--- src/rtl/voice_sequencer.sv ---
// voice_sequencer: time-multiplexed phase-accumulator voice sequencer.
//
// Each sample_tick starts one mixing frame. Every voice in turn is stepped:
// its phase advances by its increment, one external generator request is
// issued, and the returned sample is summed into an accumulator. At the end
// of the frame the accumulated value is reduced to a BITDEPTH-bit mix.
//
// Compile-time option:
//   VOICE_SEQUENCER_SAT_EN  defined   -> mix_out = min(acc, 2^BITDEPTH-1)
//                           undefined -> mix_out = acc >> log2(NVOICES)
//
// Ports:
//   clk, rst_n            clock, asynchronous active-low reset
//   sample_tick           one-clk strobe starting a frame
//   cfg_we, cfg_voice     per-voice config write strobe and target voice
//   cfg_increment         16-bit phase step
//   cfg_wave              4-bit waveform select
//   cfg_enable            voice on
//   cfg_phase_clr         zero the target voice's phase (with cfg_we)
//   gen_req               one-clk generator request
//   gen_phase, gen_wave   integer phase and waveform for the generator
//   gen_sample            generator result, sampled one clk after gen_req
//   mix_out, mix_valid    mixed sample and its one-clk strobe
//   busy                  frame in progress
//   overrun, overrun_clr  sticky lost-tick flag and its clear
module voice_sequencer #(
    parameter int NVOICES     = 4,
    parameter int BITDEPTH    = 12,
    parameter int BITFRACTION = 12
) (
    input  logic                       clk,
    input  logic                       rst_n,
    input  logic                       sample_tick,
    input  logic                       cfg_we,
    input  logic [$clog2(NVOICES)-1:0] cfg_voice,
    input  logic [15:0]                cfg_increment,
    input  logic [3:0]                 cfg_wave,
    input  logic                       cfg_enable,
    input  logic                       cfg_phase_clr,
    output logic                       gen_req,
    output logic [BITDEPTH-1:0]        gen_phase,
    output logic [3:0]                 gen_wave,
    input  logic [BITDEPTH-1:0]        gen_sample,
    output logic [BITDEPTH-1:0]        mix_out,
    output logic                       mix_valid,
    output logic                       busy,
    output logic                       overrun,
    input  logic                       overrun_clr
);

    localparam int PW   = BITDEPTH + BITFRACTION;
    localparam int VW   = $clog2(NVOICES);
    localparam int ACCW = BITDEPTH + VW;

    typedef enum logic [1:0] {IDLE, STEP, WAIT, DONE} state_t;

    state_t              state, state_next;
    logic [VW-1:0]       v;
    logic [ACCW-1:0]     acc;
    logic                en_latched;

    logic [PW-1:0]       phase     [NVOICES];
    logic [15:0]         increment [NVOICES];
    logic [3:0]          wave      [NVOICES];
    logic                enable    [NVOICES];

    logic                start, do_step, do_acc, do_done, lost_tick, last_voice;
    logic [PW-1:0]       phase_stepped;
    logic [BITDEPTH-1:0] mix_value;

    always_comb begin
        phase_stepped = phase[v] + PW'(increment[v]);
        last_voice    = (v == VW'(NVOICES - 1));
    end

    always_comb begin
`ifdef VOICE_SEQUENCER_SAT_EN
        mix_value = (acc > ACCW'({BITDEPTH{1'b1}})) ? '1 : acc[BITDEPTH-1:0];
`else
        mix_value = acc[ACCW-1:VW];
`endif
    end

    always_ff @(posedge clk or negedge rst_n) begin
        if (!rst_n) state <= IDLE;
        else        state <= state_next;
    end

    always_comb begin
        state_next = state;
        start      = 1'b0;
        do_step    = 1'b0;
        do_acc     = 1'b0;
        do_done    = 1'b0;
        busy       = (state != IDLE);
        lost_tick  = sample_tick && (state != IDLE);
        case (state)
            IDLE: if (sample_tick) begin
                start      = 1'b1;
                state_next = STEP;
            end
            STEP: begin
                do_step    = 1'b1;
                state_next = WAIT;
            end
            WAIT: begin
                do_acc     = 1'b1;
                state_next = last_voice ? DONE : STEP;
            end
            DONE: begin
                do_done    = 1'b1;
                state_next = IDLE;
            end
            default: state_next = IDLE;
        endcase
    end

    // Config writes are placed after the step update so a same-clk
    // cfg_phase_clr overrides the phase advance; the step itself reads the
    // pre-edge register values.
    always_ff @(posedge clk or negedge rst_n) begin
        if (!rst_n) begin
            for (int unsigned i = 0; i < NVOICES; i++) begin
                phase[i]     <= '0;
                increment[i] <= '0;
                wave[i]      <= '0;
                enable[i]    <= 1'b0;
            end
        end else begin
            if (do_step && enable[v]) phase[v] <= phase_stepped;
            if (cfg_we) begin
                increment[cfg_voice] <= cfg_increment;
                wave[cfg_voice]      <= cfg_wave;
                enable[cfg_voice]    <= cfg_enable;
                if (cfg_phase_clr) phase[cfg_voice] <= '0;
            end
        end
    end

    always_ff @(posedge clk or negedge rst_n) begin
        if (!rst_n) begin
            v          <= '0;
            acc        <= '0;
            en_latched <= 1'b0;
            gen_req    <= 1'b0;
            gen_phase  <= '0;
            gen_wave   <= '0;
            mix_out    <= '0;
            mix_valid  <= 1'b0;
            overrun    <= 1'b0;
        end else begin
            gen_req   <= 1'b0;
            mix_valid <= 1'b0;
            if (start) begin
                v   <= '0;
                acc <= '0;
            end
            if (do_step) begin
                // The enable seen here decides the WAIT contribution, even if
                // the voice is reconfigured in between.
                en_latched <= enable[v];
                if (enable[v]) begin
                    gen_req   <= 1'b1;
                    gen_phase <= phase_stepped[PW-1:BITFRACTION];
                    gen_wave  <= wave[v];
                end
            end
            if (do_acc) begin
                if (en_latched) acc <= acc + ACCW'(gen_sample);
                if (!last_voice) v <= v + VW'(1);
            end
            if (do_done) begin
                mix_out   <= mix_value;
                mix_valid <= 1'b1;
            end
            if (lost_tick)        overrun <= 1'b1;
            else if (overrun_clr) overrun <= 1'b0;
        end
    end

endmodule

--- config.mk ---
export PLATFORM = sky130hd
export DESIGN_NAME = voice_sequencer
export DESIGN_NICKNAME = d
export VERILOG_FILES = /design/src/rtl/voice_sequencer.sv
export SDC_FILE = /design/constraint.sdc
export NUM_CORES = 1
export LEC_CHECK = 0
export CAP_MARGIN = 20
export CORE_ASPECT_RATIO = 0.75
export CORE_MARGIN = 10
export CORE_UTILIZATION = 57
export DETAILED_ROUTE_END_ITERATION = 8
export GPL_TIMING_DRIVEN = 0
export PLACE_DENSITY = 0.75
export SYNTH_ARGS = -nofsm -noshare
export SYNTH_HDL_FRONTEND = slang
export SYNTH_SLANG_ARGS = --single-unit
--- constraint.sdc ---
create_clock -name clk -period 11.42 [get_ports clk]
set_clock_uncertainty 0.15 [all_clocks]
set_input_delay 2.284 -clock clk [delete_from_list [all_inputs] [get_ports clk]]
set_output_delay 2.284 -clock clk [all_outputs]
set_load 0.01 [all_outputs]
==> results of run 1 <==
## layout make-up
type                            count  area, sq um
Sequential cell                   230         5756
Timing Repair Buffer               74        780.7
Inverter                           20        75.07
Fill cell                        1463         6325
Buffer                             52        216.5
Multi-Input combinational cell    704         5374
Clock inverter                      4        20.02
Tap cell                          253        316.6
Clock buffer                       35        680.7
## sequential cells by signal, indices dropped and copies added (netlist names)
name and count:
gen_phase 12, v 2, gen_wave 4, mix_valid 1, phase 96, enable 4
mix_out 12, acc 14, increment 64, state 2, en_latched 1, wave 16
gen_req 1, overrun 1
## worst max path at each step
stage | endpoint | start | slack, ps
after floorplan | acc[12] | gen_sample[0] | 7300
after global placement | increment[7] | rst_n | -1790
after detailed placement | phase[89] | v[1] | 6450
after CTS | phase[89] | v[1] | 6410
after global routing | phase[65] | v[1] | 6040
final | phase[89] | v[1] | 6290
## critical path: stages (launching register included)
cell and delay [ps]:
dfrtp_1 410, buf_2 320, buf_1 570, buf_1 650
mux4_2 450, ha_1 450, and3_1 270, and2_1 200
o2111ai_1 170, a21boi_1 580, o21ai_0 200, xor2_1 400
a21oi_1 150
## cells by family (layout without fill, tap and decap cells)
logic type / after synthesis / after routing / synth area share
mux: 143 / 143 / 0.1854
simple gates: 257 / 257 / 0.09936
buf+inv: 72 / 185 / 0.02553
fa+ha+maj: 34 / 34 / 0.03856
flops: 230 / 230 / 0.5039
xor+xnor: 24 / 24 / 0.01972
compound gates: 246 / 246 / 0.1275
## per-stage QoR
step	util	setup slack [ps]	hold slack [ps]	instances	TNS (ps)
after floorplan	-	7298	313.3	1006	0
after global placement	0.6375	-1791	311.5	1331	-406860
after detailed placement	0.6405	6450	316.0	1333	0
after CTS	0.6764	6414	331.1	1372	0
after global routing	0.6764	6041	354.9	1372	0
final	0.6764	6286	323.2	1372	0
## power by group
part / internal [mW] / switching (mW) / total [mW]
Combinational: 0.730 / 0.990 / 1.72
Clock: 0.408 / 0.311 / 0.719
Sequential: 1.08 / 0.145 / 1.22
## cell usage in the layout, fill, tap and decap left out, drive strengths merged, types with 4 or more instances in the layout
cell type      instances
and3                  10
nand3b                 7
o21bai                 4
nor2b                 12
and2                   6
o2111ai                4
or2                    4
mux4                  45
buf                   26
a21boi                 4
inv                   20
ha                    32
dfrtp                230
nand3                 14
mux2                  95
clkbuf                64
a21oi                105
nor2                  39
xnor2                 11
o211ai                 4
o21ai                 73
clkinv                 4
nand2                153
clkdlybuf4s50         71
a21o                  10
o21a                   8
xor2                  13
a211oi                18
## per-layer routing
metal,up-vias,part of all wire
met5,-,0
met4,0,0.020
li1,3817,-
met1,4220,0.45
met2,312,0.45
met3,45,0.078
==> qor.yml, run 1 <==
timing:
  slew_viol_final: 0
  tightest_slew_ps: 930.0
  grt_setup_unrepaired: "no"
  slew_headroom: 0.3800
  clock.fmax_ghz: 0.1948
  min_period_over_period: 0.4495
  period_needed_ps: 5134
  finalHoldViolations: 0
  setup_viol: 0
layout:
  syn2layout_area_growth_pct: 15.74
  fin_nets: 1180
  n_antenna_cell: 0
  fin_area_sq_um: 13220
  layout-drive-gt1-share: 0.1859
place:
  placed_area_sq_um: 12520
  dpl.hpwl_mm: 19.76
  numPortBuffers: 72
  place.gp.congestion: 0.9393
setup_path:
  cp-end-kind: "flip-flop"
  start_kind: "flip-flop"
  reg2regPathDepth: 12
  cp_max_fo: 10
  crit_type: "flip-flop to flip-flop"
  rr_startpoint: "v[1]"
  r2r_setup_slack_ps: 6290
  r2r_end: "phase[89]"
  critPathArrivalTime_ps: 5330
  required_ps: 11620
run_status:
  status: "finished, final reports clean"
clock_network:
  clock_latency_ps: 510
  clk_pin_slew_ps: 60
  numCtsBuffers: 23
  clk_path_buf_depth: 3
  cts.sink_count: 230
  post_cts_resize_count: 0
  cts.root.buffer_cell: "clkbuf_16"
  hold_buffers: 0
  cts_tree: "done"
  cts_setup_buffers: 0
  htree_levels: 1
power_and_ir_drop:
  power_leakage_nw: 5.726
  total_power_mw: 3.664
  p_per_area_nw_per_um2: 277.2
  peakVddDrop_mv: 0.1738
grt:
  busiest_layer: "met2"
  antenna_found_initial: 0
  use_met3: 0.04923
  grtUsageMet1: 0.3078
  grt.overflow.total: 0
  grt_util_met2: 0.3344
  grt_pass1_wl_mm: 45.66
  gr-usage-all-layers: 0.2175
  grt_pass1_vias: 8438
  grt_max_degree: 95
worst_hold_path:
  min_from: "gen_wave[1]"
  holdPathEnd: "gen_wave[1]"
  hold_depth: 2
  worstHoldPathType: "flip-flop to flip-flop"
synth:
  synth_common_cells: "dfrtp_1 (230), nand2_1 (150), a21oi_1 (104)"
  synth_top_cell_by_area: "dfrtp_1"
  syn_nets: 1081
  yosys-top-cells-area: "dfrtp_1 (50%), mux2_2 (9.4%), mux4_2 (8.7%)"
  ys_seq_area_frac: 0.5039
  synth_edf_count: 0
  synthDistinctLibCells: 60
  syn_area_per_cell_sq_um: 11.35
  ys_seq_elements: 230
  synth_top_area_share: 0.5039
  synth_cells: 1006
  async_reset_ff_frac: 1.000
  synth_ff_type: "dfrtp_1"
  ys_warn_count: 0
  synth.cell_area_sq_um: 11420
  synth_most_common_cell: "dfrtp_1"
route:
  drt_iter0_drc: 791
  vias: 8394
  viasPerCell: 6.118
  postRouteWirelength_mm: 28.34
  antenna_left: 0
  drc_errors: 0
  dr.pass1.iters: 5
  wire_per_inst_um: 20.66
floorplan:
  ioPinCount: 73
  rows: 44
  die_x_um: 183.5
  die_h_um: 142.6
  die_area_sq_um: 26160
  core_area_sq_um: 19540
  start_util: 0.5844
job:
  cap_violations: 0
Power figures use the tool's default switching activity.
==> run 2, diff against run 1 <==
==> constraint.sdc (replaced) <==
create_clock -name clk -period 5.3 [get_ports clk]
set_clock_uncertainty 0.15 [all_clocks]
set_input_delay 1.06 -clock clk [delete_from_list [all_inputs] [get_ports clk]]
set_output_delay 1.06 -clock clk [all_outputs]
set_load 0.01 [all_outputs]
==> run 2 against run 1 <==
  * Final area barely moved
  * Global-route usage unchanged
  * Hold slack lost 2.5 ps
  * Flip-flop and latch count stayed put
  * Die area is the same
  * Sequential power rose by 120%
  * Register-to-register slack got worse by 5900 ps
  * Cell count did not move
  * First-iteration DRC count rose by 2.4%
  * Non-clock buffer count unchanged
==> qor.yml, run 2 (synthesis gave the netlist of run 1 again) <==
layout:
  fin_area_sq_um: 13220  # about the same
  fill_cells: 1463  # unchanged
  regMostFlops: "phase"
  register_area_sq_um: 5756  # unchanged
  final_common_cell: "dfrtp_1"
  fin_util: 0.6765  # about the same
  largest_reg_flops: 96  # unchanged
  syn2layout_area_growth_pct: 15.76  # about the same
  top_regs: "phase: 96 flops, increment: 64 flops, wave: 16 flops"
  n_antenna_cell: 0  # unchanged
  fin_nets: 1180  # unchanged
  stdcell_count: 1372  # unchanged
  multi_input_area_sq_um: 5374  # unchanged
  final_cell_mix: "dfrtp_1 (230), nand2_1 (150), a21oi_1 (104)"
  layout-drive-gt1-share: 0.1877  # +0.001787
place:
  dp_slack_ps: 329.8  # -6120 ps
  place.gp.congestion: 0.9393  # unchanged
  dpl.hpwl_mm: 19.76  # unchanged
  placed_area_sq_um: 12520  # unchanged
  dpl.cell_count: 1333  # unchanged
  numPortBuffers: 72  # unchanged
setup_path:
  crit_path_top_delay_cell: "buf_1"
  required_ps: 5500  # -6120 ps
  cp_max_fo: 10  # unchanged
  path_buf_inv: 3  # unchanged
  critPathLaunch: "v[1]"
  rr_startpoint: "v[1]"
  r2r_end: "phase[89]"
  reg2regPathDepth: 12  # unchanged
  start_kind: "flip-flop"
  critPathArrivalTime_ps: 5120  # -210 ps
  critPathMaxStageDelay_ps: 600  # -50 ps
  r2r_setup_slack_ps: 380  # -5910 ps
  path_cells: "buf_2, buf_1, clkbuf_2, mux4_2, ha_1, and3_1, and2_1, o2111ai_1, a21boi_1, o21ai_0, xor2_1, a21oi_1"
  cp-end-kind: "flip-flop"
  crit_type: "flip-flop to flip-flop"
  crit_family: "buffers and inverters"
clock_network:
  cts.root.buffer_cell: "clkbuf_16"
  clk_path_buf_depth: 3  # unchanged
  numCtsBuffers: 23  # unchanged
  clk_pin_slew_ps: 60  # about the same
  htree_levels: 1  # unchanged
  clock_latency_ps: 510  # about the same
  cts_setup_buffers: 0  # unchanged
  cts.sink_count: 230  # unchanged
  cts_tree: "done"
route:
  drt_iter0_drc: 810  # +2.4%
  wire_per_inst_um: 20.63  # -0.11%
  vias: 8349  # -0.54%
  viasPerCell: 6.085  # -0.54%
  antenna_left: 0  # unchanged
  dr.pass1.iters: 6  # +1
  postRouteWirelength_mm: 28.31  # -0.11%
  drc_errors: 0  # unchanged
timing:
  slew_headroom: 0.3774  # -0.002650
  finalHoldViolations: 0  # unchanged
  slew_viol_final: 0  # unchanged
  setup_viol: 0  # unchanged
  grt_setup_unrepaired: "no"
  finalSetupTns_ps: 0  # unchanged
  period_needed_ps: 4920  # -213.8 ps
  whs_ps: 320.7  # -2.502 ps
  min_period_over_period: 0.9283  # +0.4787
  clock.fmax_ghz: 0.2033  # +4.3%
  tightest_slew_ps: 933.9  # +3.974 ps
  setup_slack_ps: 380.2  # -5906 ps
power_and_ir_drop:
  peakVddDrop_mv: 0.3745  # +120%
  seq_power_share: 0.334  # about the same
  switching_share: 0.3944  # about the same
  p_switching_mw: 3.112  # +120%
  power_leakage_nw: 5.732  # +0.12%
  p_per_area_nw_per_um2: 596.8  # +120%
  internal_power_mw: 4.779  # +120%
  total_power_mw: 7.891  # +120%
  p_comb_frac: 0.470  # about the same
  clkPwrFrac: 0.196  # about the same
floorplan:
  core_area_sq_um: 19540  # unchanged
  die_x_um: 183.5  # unchanged
  ioPinCount: 73  # unchanged
  start_util: 0.5844  # unchanged
  rows: 44  # unchanged
  die_h_um: 142.6  # unchanged
  die_area_sq_um: 26160  # unchanged
grt:
  antenna_found_initial: 0  # unchanged
  grt_pass1_wl_mm: 45.66  # unchanged
  gr-usage-all-layers: 0.2175  # unchanged
  grt_pass1_vias: 8438  # unchanged
  grt_max_degree: 95  # unchanged
  grt.overflow.total: 0  # unchanged
run_status:
  status: "finished, final reports clean"
job:
  cap_violations: 0  # unchanged
worst_hold_path:
  worstHoldPathType: "primary input to asynchronous set/reset pin"
[run 2: cell types whose count changed in the layout (fill, tap and decap cells not counted)]
cell,previous run,this run
clkbuf_2,0,2
buf_1,11,9
[run 2: worst max-delay path by stage]
| stage | to | slack (ps) | depth (start not counted) |
|---|---|---|---|
| 2_1_floorplan | phase[89] | 1620 | 13 |
| 3_3_place_gp | increment[23] | -6690 | 1 |
| 3_5_place_dp | phase[89] | 330 | 12 |
| 4_1_cts | phase[89] | 290 | 12 |
| 5_1_grt | phase[65] | 160 | 11 |
| 6_report | phase[89] | 380 | 12 |
[run 2: power by group through the flow]
stage / clock, mW / combinational, mW / sequential [mW]
finish: 1.55 / 3.71 / 2.64
CTS: 1.56 / 3.67 / 2.63
detailed placement: 0 / 3.63 / 2.65
global route: 1.64 / 4.06 / 2.70
global placement: 0 / 3.53 / 2.64
floorplan: 0 / 2.56 / 2.61
[run 2: layer usage]
metal  up-vias  routed length [um]  track usage
li1       3819                   -            -
met1      4192               12800       0.3078
met2       285               12750       0.3344
met3        53                2172      0.04923
met4         0                 594      0.05207
met5         -                   0            0
[run 2: repair_timing]
action	in CTS	in global routing
gates resized for setup	0	2
endpoints found under the hold margin	0	0
setup endpoints to repair	0	8
hold buffers	0	0
[run 2: final cells by class]
type	instances	area share
Clock inverter	4	0.001514
Multi-Input combinational cell	704	0.4065
Buffer	52	0.01656
Sequential cell	230	0.4353
Inverter	20	0.005678
Clock buffer	35	0.05148
Tap cell	253	0.02394
Timing Repair Buffer	74	0.05905
